File: config.mk
export PLATFORM = sky130hd
export DESIGN_NAME = exec_mem_stage
export DESIGN_NICKNAME = d
export VERILOG_FILES = /design/src/rtl/exec_mem_stage_pkg.sv /design/src/rtl/exec_mem_stage_hilo_regs.sv /design/src/rtl/exec_mem_stage.sv
export SDC_FILE = /design/constraint.sdc
export NUM_CORES = 1
export LEC_CHECK = 0
export BUFFER_PORTS_ARGS = -buffer_cell sky130_fd_sc_hd__buf_2
export CAP_MARGIN = 20
export CORE_ASPECT_RATIO = 1.75
export CORE_MARGIN = 2
export CORE_UTILIZATION = 40
export DETAILED_ROUTE_END_ITERATION = 8
export PLACE_DENSITY = 0.66
export SLEW_MARGIN = 20
export SYNTH_ARGS = -nofsm -noshare
export SYNTH_HDL_FRONTEND = slang
export SYNTH_HIERARCHICAL = 1
export SYNTH_SLANG_ARGS = --single-unit
File: constraint.sdc
create_clock -name clk -period 18.9 [get_ports clk]
set_input_delay 2.835 -clock clk [delete_from_list [all_inputs] [get_ports clk]]
set_output_delay 2.835 -clock clk [all_outputs]
set_load 0.005 [all_outputs]
File: src/rtl/exec_mem_stage_pkg.sv
// Shared types for the execute/memory boundary: datapath words, opcodes,
// the captured stage entry and the stage FSM encoding.
package exec_mem_stage_pkg;

    localparam int unsigned XLEN = 32;

    typedef logic [XLEN-1:0] word_t;
    typedef logic [XLEN-1:0] addr_t;
    typedef logic [5:0]      opcode_t;
    typedef logic [4:0]      i5;

    localparam opcode_t OP_SPECIAL = 6'h00;
    localparam opcode_t OP_LUI     = 6'h0F;
    localparam opcode_t OP_LB      = 6'h20;
    localparam opcode_t OP_LH      = 6'h21;
    localparam opcode_t OP_LW      = 6'h23;
    localparam opcode_t OP_LBU     = 6'h24;
    localparam opcode_t OP_LHU     = 6'h25;
    localparam opcode_t OP_SB      = 6'h28;
    localparam opcode_t OP_SH      = 6'h29;
    localparam opcode_t OP_SW      = 6'h2B;

    // Everything the memory stage needs from one executed instruction.
    typedef struct packed {
        addr_t   pc;
        word_t   aluout;
        opcode_t opcode;
        word_t   wdata;
        i5       dst;
        i5       exc;
        addr_t   erraddr;
        logic    hi_write;
        word_t   hi_data;
        logic    lo_write;
        word_t   lo_data;
    } ex_mem_t;

    typedef enum logic [0:0] {StEmpty, StFull} stage_state_e;

    function automatic logic is_mem_op(opcode_t op);
        return op inside {OP_LB, OP_LH, OP_LW, OP_LBU, OP_LHU, OP_SB, OP_SH, OP_SW};
    endfunction

endpackage

File: src/rtl/exec_mem_stage_hilo_regs.sv
// Architectural HI/LO registers with a commit port and a forwarding mux that
// lets execute see a pending HI/LO write still sitting in the stage register.
module hilo_regs
    import exec_mem_stage_pkg::*;
(
    input  logic  clk,
    input  logic  reset,
    input  logic  commit,
    input  logic  held_ok,
    input  logic  hi_write,
    input  word_t hi_data,
    input  logic  lo_write,
    input  word_t lo_data,
    output word_t hi_fwd,
    output word_t lo_fwd
);

    word_t hi_q;
    word_t lo_q;

    // Commit HI/LO when a non-faulting entry leaves the stage.
    always_ff @(posedge clk or posedge reset) begin
        if (reset) begin
            hi_q <= '0;
            lo_q <= '0;
        end else if (commit) begin
            if (hi_write) hi_q <= hi_data;
            if (lo_write) lo_q <= lo_data;
        end
    end

    // Held, non-faulting write wins over the committed value.
    always_comb begin
        hi_fwd = (held_ok && hi_write) ? hi_data : hi_q;
        lo_fwd = (held_ok && lo_write) ? lo_data : lo_q;
    end

endmodule

File: src/rtl/exec_mem_stage.sv
// Execute -> memory pipeline register. Single-entry EMPTY/FULL stage that
// absorbs MUL/DIV stalls and flushes, owns HI/LO and counts MDU stall cycles.
module exec_mem_stage
    import exec_mem_stage_pkg::*;
#(
    parameter int unsigned CNT_W = 32
) (
    input  logic             clk,
    input  logic             reset,
    input  logic             ex_valid,
    output logic             ex_ready,
    input  logic             mul_div_stall,
    input  addr_t            ex_pc,
    input  word_t            ex_aluout,
    input  opcode_t          ex_opcode,
    input  word_t            ex_wdata,
    input  i5                ex_dst,
    input  i5                ex_exc,
    input  addr_t            ex_erraddr,
    input  logic             ex_hi_write,
    input  word_t            ex_hi_data,
    input  logic             ex_lo_write,
    input  word_t            ex_lo_data,
    input  logic             flush,
    input  logic             mem_ready,
    output logic             mem_valid,
    output logic             mem_en,
    output addr_t            mem_pc,
    output word_t            mem_aluout,
    output word_t            mem_wdata,
    output addr_t            mem_erraddr,
    output opcode_t          mem_opcode,
    output i5                mem_dst,
    output i5                mem_exc,
    output word_t            hi_fwd,
    output word_t            lo_fwd,
    output logic [CNT_W-1:0] mdu_stall_cnt
);

    stage_state_e     state_q, state_d;
    ex_mem_t          entry_q, entry_d;
    logic [CNT_W-1:0] cnt_q, cnt_d;
    logic             full, cap, leave, entry_ok, commit;

    // Handshake: accept when empty or when the held entry drains this cycle.
    always_comb begin
        full     = (state_q == StFull);
        ex_ready = ~full | mem_ready;
        cap      = ex_valid & ex_ready & ~mul_div_stall & ~flush;
        leave    = full & mem_ready;
        entry_ok = (entry_q.exc == '0);
        commit   = leave & ~flush & entry_ok;
    end

    // FSM state register.
    always_ff @(posedge clk or posedge reset) begin
        if (reset) state_q <= StEmpty;
        else       state_q <= state_d;
    end

    // FSM next state; flush overrides everything.
    always_comb begin
        state_d = state_q;
        case (state_q)
            StEmpty: if (cap) state_d = StFull;
            StFull:  if (leave && !cap) state_d = StEmpty;
            default: state_d = StEmpty;
        endcase
        if (flush) state_d = StEmpty;
    end

    // FSM outputs: registered entry presented to the memory stage.
    always_comb begin
        mem_valid   = full;
        mem_pc      = entry_q.pc;
        mem_aluout  = entry_q.aluout;
        mem_wdata   = entry_q.wdata;
        mem_erraddr = entry_q.erraddr;
        mem_opcode  = entry_q.opcode;
        mem_exc     = entry_q.exc;
        // A faulting op must neither access memory nor write a GPR.
        mem_en      = full & is_mem_op(entry_q.opcode) & entry_ok;
        mem_dst     = entry_ok ? entry_q.dst : '0;
    end

    // Entry next value: load on capture, clear whenever the stage empties.
    always_comb begin
        entry_d = entry_q;
        if (cap) begin
            entry_d = '{pc: ex_pc, aluout: ex_aluout, opcode: ex_opcode, wdata: ex_wdata,
                        dst: ex_dst, exc: ex_exc, erraddr: ex_erraddr,
                        hi_write: ex_hi_write, hi_data: ex_hi_data,
                        lo_write: ex_lo_write, lo_data: ex_lo_data};
        end else if (state_d == StEmpty) begin
            entry_d = '0;
        end
    end

    // Entry register.
    always_ff @(posedge clk or posedge reset) begin
        if (reset) entry_q <= '0;
        else       entry_q <= entry_d;
    end

    // Saturating count of cycles execute waits on the MDU.
    always_comb begin
        cnt_d = cnt_q;
        if (ex_valid && mul_div_stall && (cnt_q != '1)) cnt_d = cnt_q + CNT_W'(1);
        mdu_stall_cnt = cnt_q;
    end

    // Counter register.
    always_ff @(posedge clk or posedge reset) begin
        if (reset) cnt_q <= '0;
        else       cnt_q <= cnt_d;
    end

    hilo_regs u_hilo_regs (
        .clk      (clk),
        .reset    (reset),
        .commit   (commit),
        .held_ok  (full & entry_ok),
        .hi_write (entry_q.hi_write),
        .hi_data  (entry_q.hi_data),
        .lo_write (entry_q.lo_write),
        .lo_data  (entry_q.lo_data),
        .hi_fwd   (hi_fwd),
        .lo_fwd   (lo_fwd)
    );

endmodule

* After elaboration in Yosys (flattened, before gate mapping) *
Cells that the tools add are included.

word-level totals
  bits in registers = 307
  bits of input ports = 216
  output and inout bits = 243
  word-level logic and storage cells = 58

cells by class
  $add $sub $neg = 1
  equality and inequality tests = 10
  muxes and demuxes = 9
  bitwise operators = 13
  reduce and logical (&&, ||, !) cells = 10

operators with widths
  kind                   number
  $mux 210               2
  $mux 32                2
  $eq 6x6->1 const B     8
  $add 32x1->32 const B  1
  $ne 32x32->1 const B   1
  $and 1x1->1            9
  $reduce_bool 8->1      1
  $logic_and 1x1->1      5
  $logic_not 5->1        1
  $mux 5                 1
  $reduce_and 2->1       2
  $mux 1                 3
  $not 1->1              3
  $ne 2x1->1 const B     1
  $pmux 1 s2             1
  $logic_not 1->1        1
  $or 1x1->1             1

* Depth between registers and ports, before layout *
Gate-level depths: netlist (run 1).

  depth in word-level cells = 12
  mapped depth = 7
  gate-level depth less buffers = 7

* Modules after synthesis *
Netlist (run 1), hierarchy kept.

modules (own cells, without submodules)
  module          instances  cells an instance  area an instance (um^2)  seq. area each (um^2)
  exec_mem_stage  1          770                10017.1                  6080.8
  hilo_regs       1          209                3240.6                   1601.5

* Least setup slack after synthesis (run 1) *
No wires, ideal clock.

  path kind = input port to output port
  start = input mem_ready
  end = output ex_ready
  arrival time = 3.012 ns
  required time = 16.065 ns
  slack = 13.053 ns
  stages = 1
  buffers on the path = 0
  cell sequence = nand2b_1

between the ends
  cells in the longest elaborated chain, start to end = 1

ends and longest elaborated chain
  what         line                  source
  from (decl)  exec_mem_stage.sv:25  input logic mem_ready,
  $or 1x1->1   exec_mem_stage.sv:48  ex_ready = ~full | mem_ready;
  to (decl)    exec_mem_stage.sv:11  output logic ex_ready,

No other way between the ends.

* Final worst setup path (run 1) *
  start = register entry_q, in the netlist mem_exc[1]
  end = output hi_fwd[21]

between the ends
  cells in the longest elaborated chain, start to end = 4

ends and longest elaborated chain
  what                    line                            source
  from (decl)             exec_mem_stage.sv:41            ex_mem_t entry_q, entry_d;
  from (signal assigned)  exec_mem_stage.sv:102           else entry_q <= entry_d;
  $logic_not 5->1         exec_mem_stage.sv:51            entry_ok = (entry_q.exc == '0);
  $and 1x1->1             exec_mem_stage.sv:122           .held_ok (full & entry_ok),
  $logic_and 1x1->1       exec_mem_stage_hilo_regs.sv:34  hi_fwd = (held_ok && hi_write) ? hi_data : hi_q;
  $mux 32                 exec_mem_stage_hilo_regs.sv:34
  to (decl)               exec_mem_stage.sv:35            output word_t hi_fwd,

No other way between the ends.

==> metrics, run 1 <==
outcome finished, final reports clean; detailed placement HPWL roughly 24000 um; crit path max fanout 32; hold buffer count at CTS 0; multiplexer area fraction after synthesis 11.2%; Syn Inst Count 979; Worst EP required 16.07 ns; max-cap check violation count 0; Root Driver clkbuf_16; vias in the first global route 9364; Slew Limit Fails 0; DRT Pass-1 Iters 4; Sw Share 22.4%; largest net degree at the start of global routing 112; Seq/Total Area, Yosys 57.9%; TritonCTS clock tree done; Clk pin slew, worst setup/hold paths 0.07 ns; worst skew pair latency 0.57 ns; Top-Level Pins 459; register bit total from synthesis between 300 and 400; GRT overflow 0; reg-to-reg endpoint u_hilo_regs/hi_q[28]; GP Congestion 0.869; first-pass GRT wire length between 50000 and 60000 um; share of layout cells above drive strength 1 about 52%; Pleak 8.75 nW; worst-case clock buffer depth 3; vias between 8000 and 9000; CP endpoint kind primary output; crit path launch type flop; largest family of logic cells by synthesized area compound AO/OA/AOI/OAI gates; area grow syn2layout 20.4%; unrepaired setup endpoints after global routing false; Avg WL per Cell 20.5 um; Post-synth EDFFs 0; Row Count 88; Worst R2R Setup Slack 15.35 ns; slew of the pin with the lowest slew margin 1.00 ns; final wirelength 35100 um; Remaining DRCs 0; WHS Endpoint mem_pc[28]; top_reg_cell synth dfrtp_1; clock share of power 46.8%; fmax 160 MHz; FF-to-FF Start mem_exc[1]; hold depth 1; Die Y ~240 um; clock tree sinks slightly above 300; Setup Fix Bufs, Post-CTS 0; Final period util 33.1%; area fraction in compound gates after synthesis around 14%; Layout Nets 1494; FF-to-FF path depth 6; Overall Global Routing Usage 19.5%; Flop pwr share 46.9%; PD cells 92.9 nW/um2; most frequent cells in the layout 458 x buf_2, 307 x dfrtp_1, 210 x a22o_1; crit path DAT 3.42 ns; syn_nets 1196; post-synthesis cell type count 42; remaining antenna violation count 0; TNS Setup 0 ns; post-cts sizing count 0; simple-gate portion of the synthesized area 3.87%; initial antenna violation count 11; number of fill cells in the layout about 3000; peak supply drop 0.0641 mV; Final min period 6.25 ns; Final setup viols 0; relative slew slack 33.2%; XOR/XNOR Fraction of Synth Area 1.98%; post-synthesis cell area 13300 um2; Layout Skew 0.0149 ns; Hold Crit Class flop to flop; detailed router's first-iteration violation count 277; most common cell after layout, fill and taps aside buf_2; internal power between 1 and 1.5 mW; Switch Pwr between 0.3 and 0.4 mW; Die W between 100 and 150 um; H-Tree Level Count 1; part of the power in combinational logic 6.3%; adder-cell share of the synthesized area less than 1%; Hold Crit Start mem_pc[28]; IO buf count roughly 460; Final Power 1.48 mW; Synth Warn # 6; Async SR Flop Fraction between 90% and 100%; core area 32800 um2; Final Hold Viols 0; CTS Buf Count 30; die area approximately 35000 um2; Crit-path slowest cell nand2_2; CP peak stage delay 0.52 ns; critical path, cell by cell or4_1, nor2_1, nand2_1, inv_1, nand2_2, mux2_2, buf_2; type of the worst setup path flop to primary output; initial core utilization 40.4%; Vias/cell 5.22; Avg Synthesized Cell Area around 14 um2
[synthesized netlist by cell type, drive strengths merged (3+ instances only)]
| cell | n | area (um2) |
|---|---|---|
| a21oi | 5 | 25.0 |
| a22o | 210 | 1840 |
| and2 | 5 | 31.3 |
| and3 | 7 | 47.5 |
| and4 | 3 | 28.8 |
| buf | 156 | 1200 |
| clkbuf | 43 | 161 |
| dfrtp | 307 | 7680 |
| inv | 8 | 30.0 |
| mux2 | 129 | 1490 |
| nand2 | 18 | 77.6 |
| nand3 | 17 | 90.1 |
| nand4 | 8 | 56.3 |
| nor2 | 13 | 51.3 |
| nor3 | 6 | 40.0 |
| xnor2 | 18 | 158 |
| xor2 | 12 | 105 |
[power groups by stage]
| stage | clock, mW | combinational [mW] | sequential, mW |
|---|---|---|---|
| 6_report | 0.694 | 0.0930 | 0.696 |
| 5_1_grt | 0.735 | 0.104 | 0.698 |
| 4_1_cts | 0.709 | 0.0952 | 0.696 |
| 3_5_place_dp | 0 | 0.0951 | 0.707 |
| 3_3_place_gp | 0 | 0.0931 | 0.707 |
| 2_1_floorplan | 0 | 0.0534 | 0.703 |
[routing by layer]
layer / GRT usage, % / up-vias / wire, um / share of wire (%)
met4: 9.56 / 4 / 1430 / 4.1
met3: 3.16 / 82 / 1720 / 4.9
met2: 34.0 / 329 / 18300 / 52
met1: 23.2 / 4502 / 13600 / 39
li1: - / 4031 / - / -
met5: 0 / - / 27 / 0.077
[how the worst max path moves through the flow]
stage	start	endpoint	slack [ns]	cells after the start
6_report	mem_exc[1]	hi_fwd[21]	12.65	7
4_1_cts	mem_exc[1]	hi_fwd[26]	12.55	7
3_5_place_dp	mem_ready	ex_ready	12.73	3
3_3_place_gp	mem_ready	ex_ready	12.74	3
5_1_grt	mem_exc[1]	hi_fwd[25]	12.41	7
2_1_floorplan	reset	entry_q[0]	9.39	1
[kinds of logic after synthesis]
kind of cell | Yosys count
flip-flops | 307
multiplexers | 129
AND/OR/NAND/NOR | 86
AO/OA/AOI/OAI | 219
buffers and inverters | 207
adder cells (fa/ha/maj) | 1
XOR/XNOR | 30
[worst max-delay path, delay by kind of cell (launching register included)]
kind | cells | cell delay, ns
flops | 1 | 0.40
buf+inv | 2 | 0.28
simple gates | 4 | 1.62
mux | 1 | 0.51
[state kept, by name, summed over array words and instances (netlist names)]
signal / flops
entry_q: 71
mdu_stall_cnt: 32
mem_aluout: 32
mem_erraddr: 32
mem_pc: 32
mem_wdata: 32
u_hilo_regs/hi_q: 32
u_hilo_regs/lo_q: 32
mem_opcode: 6
mem_exc: 5
mem_valid: 1
[final cells by class]
| type | instances | area [um2] | area share (%) |
|---|---|---|---|
| Tap cell | 405 | 507 | 3.17 |
| Clock inverter | 20 | 325 | 2.04 |
| Antenna cell | 9 | 22.5 | 0.141 |
| Clock buffer | 36 | 845 | 5.29 |
| Sequential cell | 307 | 7680 | 48.1 |
| Multi-Input combinational cell | 465 | 4200 | 26.3 |
| Inverter | 8 | 37.5 | 0.235 |
| Timing Repair Buffer | 465 | 2340 | 14.7 |
[metrics by stage]
step	util (%)	instances	cell area [um2]	hold slack [ns]	setup slack, ns
after floorplan	-	979	13300	0.458	9.39
after global placement	45.0	1650	14800	0.477	12.74
after detailed placement	45.0	1650	14800	0.478	12.73
after CTS	48.6	1706	15900	0.498	12.55
after global routing	48.6	1715	16000	0.505	12.41
final	48.6	1715	16000	0.494	12.65
Power figures use the tool's default switching activity.
==> inputs of run 2 (changes only) <==
--- a/config.mk
+++ b/config.mk
@@ -5,13 +5,13 @@
 export SDC_FILE = /design/constraint.sdc
 export NUM_CORES = 1
 export LEC_CHECK = 0
+export ABC_AREA = 1
 export BUFFER_PORTS_ARGS = -buffer_cell sky130_fd_sc_hd__buf_2
 export CAP_MARGIN = 20
 export CORE_ASPECT_RATIO = 1.75
 export CORE_MARGIN = 2
 export CORE_UTILIZATION = 40
 export DETAILED_ROUTE_END_ITERATION = 8
-export PLACE_DENSITY = 0.66
 export SLEW_MARGIN = 20
 export SYNTH_ARGS = -nofsm -noshare
 export SYNTH_HDL_FRONTEND = slang
==> constraint.sdc (replaced) <==
create_clock -name clk -period 5.9 [get_ports clk]
set_input_delay 0.885 -clock clk [delete_from_list [all_inputs] [get_ports clk]]
set_output_delay 0.885 -clock clk [all_outputs]
set_load 0.005 [all_outputs]
==> run 2 against run 1 <==
Against the previous run: global-route usage up 2.5 points; largest cell class unchanged; clock power increased to 3.0 times the previous value; setup slack worse by 11 ns; cell count rose by 56%; highest routed layer unchanged; clock-buffer cell count is 8 higher; design area up 11%; clock skew down 0.0030 ns; utilization is 1.5 points lower.
==> metrics, run 2 <==
outcome finished, final reports clean; Syn Inst Count 1916 (+96%); DRT Pass-1 Iters 5 (+1); post-synthesis cell type count 25 (-40%); H-Tree Level Count 1 (unchanged); initial core utilization 40.6% (+0.21 points); CP endpoint kind primary output; Slew Limit Fails 0 (unchanged); Hold Crit Class primary input to async pin; peak supply drop 0.252 mV (+290%); Clk pin slew, worst setup/hold paths 0.07 ns (about the same); Avg WL per Cell 16.7 um (-19%); unrepaired setup endpoints after global routing false; Final Hold Viols 0 (unchanged); slew of the pin with the lowest slew margin 1.20 ns (+0.202 ns); Final Power 4.63 mW (+210%); Root Driver clkbuf_16; max-cap check violation count 0 (unchanged); detailed placement HPWL 31100 um (+28%); synth cell count leaders 456 x nand2_1, 344 x nand3_1, 307 x dfrtp_1; share of layout cells above drive strength 1 24.7% (-27 points); Top-Level Pins 459 (unchanged); most common cell after layout, fill and taps aside buf_2; Seq/Total Area, Yosys 50.1% (-7.8 points); relative slew slack 19.7% (-13 points); detailed router's first-iteration violation count 618 (+120%); hold buffer count at CTS 0 (unchanged); Die Y 263 um (+7.4%); Synth area leader dfrtp_1; Multi-input gate area 5000 um2 (+19%); area grow syn2layout 16.0%; vias in the first global route 12800 (+37%); Biggest register entry_q; Synth area leaders dfrtp_1 50%, nand3_1 11%, nand2_1 11%; type of the worst setup path flop to primary output; register bit total from synthesis 307 (unchanged); fmax between 200 and 250 MHz; CTS Buf Count 30 (unchanged); clock tree sinks 307 (unchanged); Layout Nets 2383 (+60%); final wirelength 44600 um (+27%); die area 40000 um2 (+15%); Layout Skew 0.0119 ns (-0.00301 ns); internal power 3.53 mW (+210%); Sw Share 23.7% (+1.3 points); most frequent cells in the layout 458 x buf_2, 453 x nand2_1, 343 x nand3_1; Post-synth EDFFs 0 (unchanged); TNS Setup 0 ns (unchanged); Flop pwr share 47.8% (+0.9 points); GP Congestion 0.940 (+8.2%); Final period util 70.3%; Switch Pwr 1.10 mW (+230%); Synth top area share 50.1% (-7.8 points); Remaining DRCs 0 (unchanged); clock share of power 44.7% (-2.1 points); part of the power in combinational logic 7.5% (+1.2 points); Seq. cell area 7680 um2 (about the same); Avg Synthesized Cell Area 8.00 um2 (-41%); Die W 152 um (+7.3%); initial antenna violation count 12 (+1); post-synthesis cell area 15300 um2 (+16%); Final setup viols 0 (unchanged); number of fill cells in the layout 3793 (+28%); largest net degree at the start of global routing 211 (+88%); PD cells 260 nW/um2 (+180%); max reg flops 71 (unchanged); Final min period 4.15 ns; routing usage on met1 26.6% (+3.3 points); GR Layer Usage met2 37.4% (+3.5 points); Synth Warn # 6 (unchanged); Vias/cell 4.85 (-7.0%); post-cts sizing count 0 (unchanged); syn_nets 2133 (+78%); crit path DAT 3.26 ns (-0.16 ns); Row Count 94 (+6.8%); Worst R2R Setup Slack 2.88 ns (-12.47 ns); top_reg_cell synth dfrtp_1; crit path max fanout 33 (+3.1%); core area 37800 um2 (+15%); remaining antenna violation count 0 (unchanged); Worst EP required 5.02 ns (-11.05 ns); Setup Fix Bufs, Post-CTS 0 (unchanged); Overall Global Routing Usage 21.9% (+2.5 points); vias 13000 (+45%); TritonCTS clock tree done; GRT overflow 0 (unchanged); Pleak 10.3 nW (+17%); first-pass GRT wire length 71300 um (+35%); crit path launch type flop; worst-case clock buffer depth 3 (unchanged); GRT met3 Usage 3.41% (+0.25 points); busiest grt layer met2; IO buf count 458 (unchanged); count leader, synth nand2_1; worst skew pair latency 0.56 ns (about the same); Async SR Flop Fraction 100% (unchanged)
## run 2: cell types whose count changed in the layout (fill, tap and decap cells not counted), sizes merged, moves of 8 or more
cell,delta
nand2,+442
nand3,+327
inv,+246
a22o,-210
o21ai,+204
mux2,-129
nor2,+48
xnor2,-13
o22ai,+12
clkbuf,+8
## run 2: kinds of logic (layout without fill, tap and decap cells)
family                   after synthesis  after routing  synth area share, %
adder cells (fa/ha/maj)                1              1               0.0816
XOR/XNOR                              13             13                0.743
buffers and inverters                509            781                 17.6
flip-flops                           307            307                 50.1
other                                  0             11                    0
AO/OA/AOI/OAI                        217            217                 7.18
AND/OR/NAND/NOR                      869            869                 24.3
## run 2: path summary, 6_finish.rpt
check / from / end / depth (start not counted)
min in group clk: u_hilo_regs/hi_q[21] / u_hilo_regs/hi_q[21] / 2
setup / recovery: mem_exc[0] / hi_fwd[8] / 7
max in group asynchronous: reset / mdu_stall_cnt[21] / 3
hold reg to reg: u_hilo_regs/hi_q[21] / u_hilo_regs/hi_q[21] / 2
hold / removal: reset / mem_erraddr[31] / 2
setup reg to reg: mem_exc[0] / u_hilo_regs/lo_q[2] / 8
## run 2: worst max-delay path, stage by stage (launching register included)
cell and delay [ns]:
dfrtp_1 0.39, nor3_1 0.22, nand3_1 0.32, nor2_4 0.76
nand2_2 0.62, nand2_1 0.20, nand2_1 0.06, buf_2 0.12
## run 2: per-layer routing
metal	vias to the layer above	share of wire (%)
li1	6403	-
met1	6026	40
met2	460	50
met3	111	5.4
met4	2	5.4
met5	-	0.029
## run 2: area by class of cell
cell class              count  area share, %
clock inverters            10          0.858
clock buffers              44           5.14
well taps                 480           3.38
repair buffers            471           13.7
diodes                     11          0.155
inverters                 256           5.42
flip-flops and latches    307           43.2
multi-input cells        1100           28.1
## run 2: metrics by stage
stage / utilization, % / hold WS [ns] / instances / area [um2] / setup slack (ns)
after floorplan: - / 0.442 / 1916 / 15300 / 1.83
after global placement: 44.1 / 0.459 / 2613 / 16700 / 2.09
after detailed placement: 44.2 / 0.458 / 2614 / 16700 / 1.99
after CTS: 47.0 / 0.171 / 2668 / 17800 / 1.36
after global routing: 47.1 / 0.192 / 2678 / 17800 / 1.36
final: 47.1 / 0.217 / 2679 / 17800 / 1.75
## run 2: power by group through the flow
stage	logic [mW]	clock network, mW	registers, mW
after floorplan	0.222	0	2.24
after global placement	0.349	0	2.25
after detailed placement	0.354	0	2.25
after CTS	0.355	2.14	2.21
after global routing	0.394	2.21	2.22
final	0.348	2.07	2.21
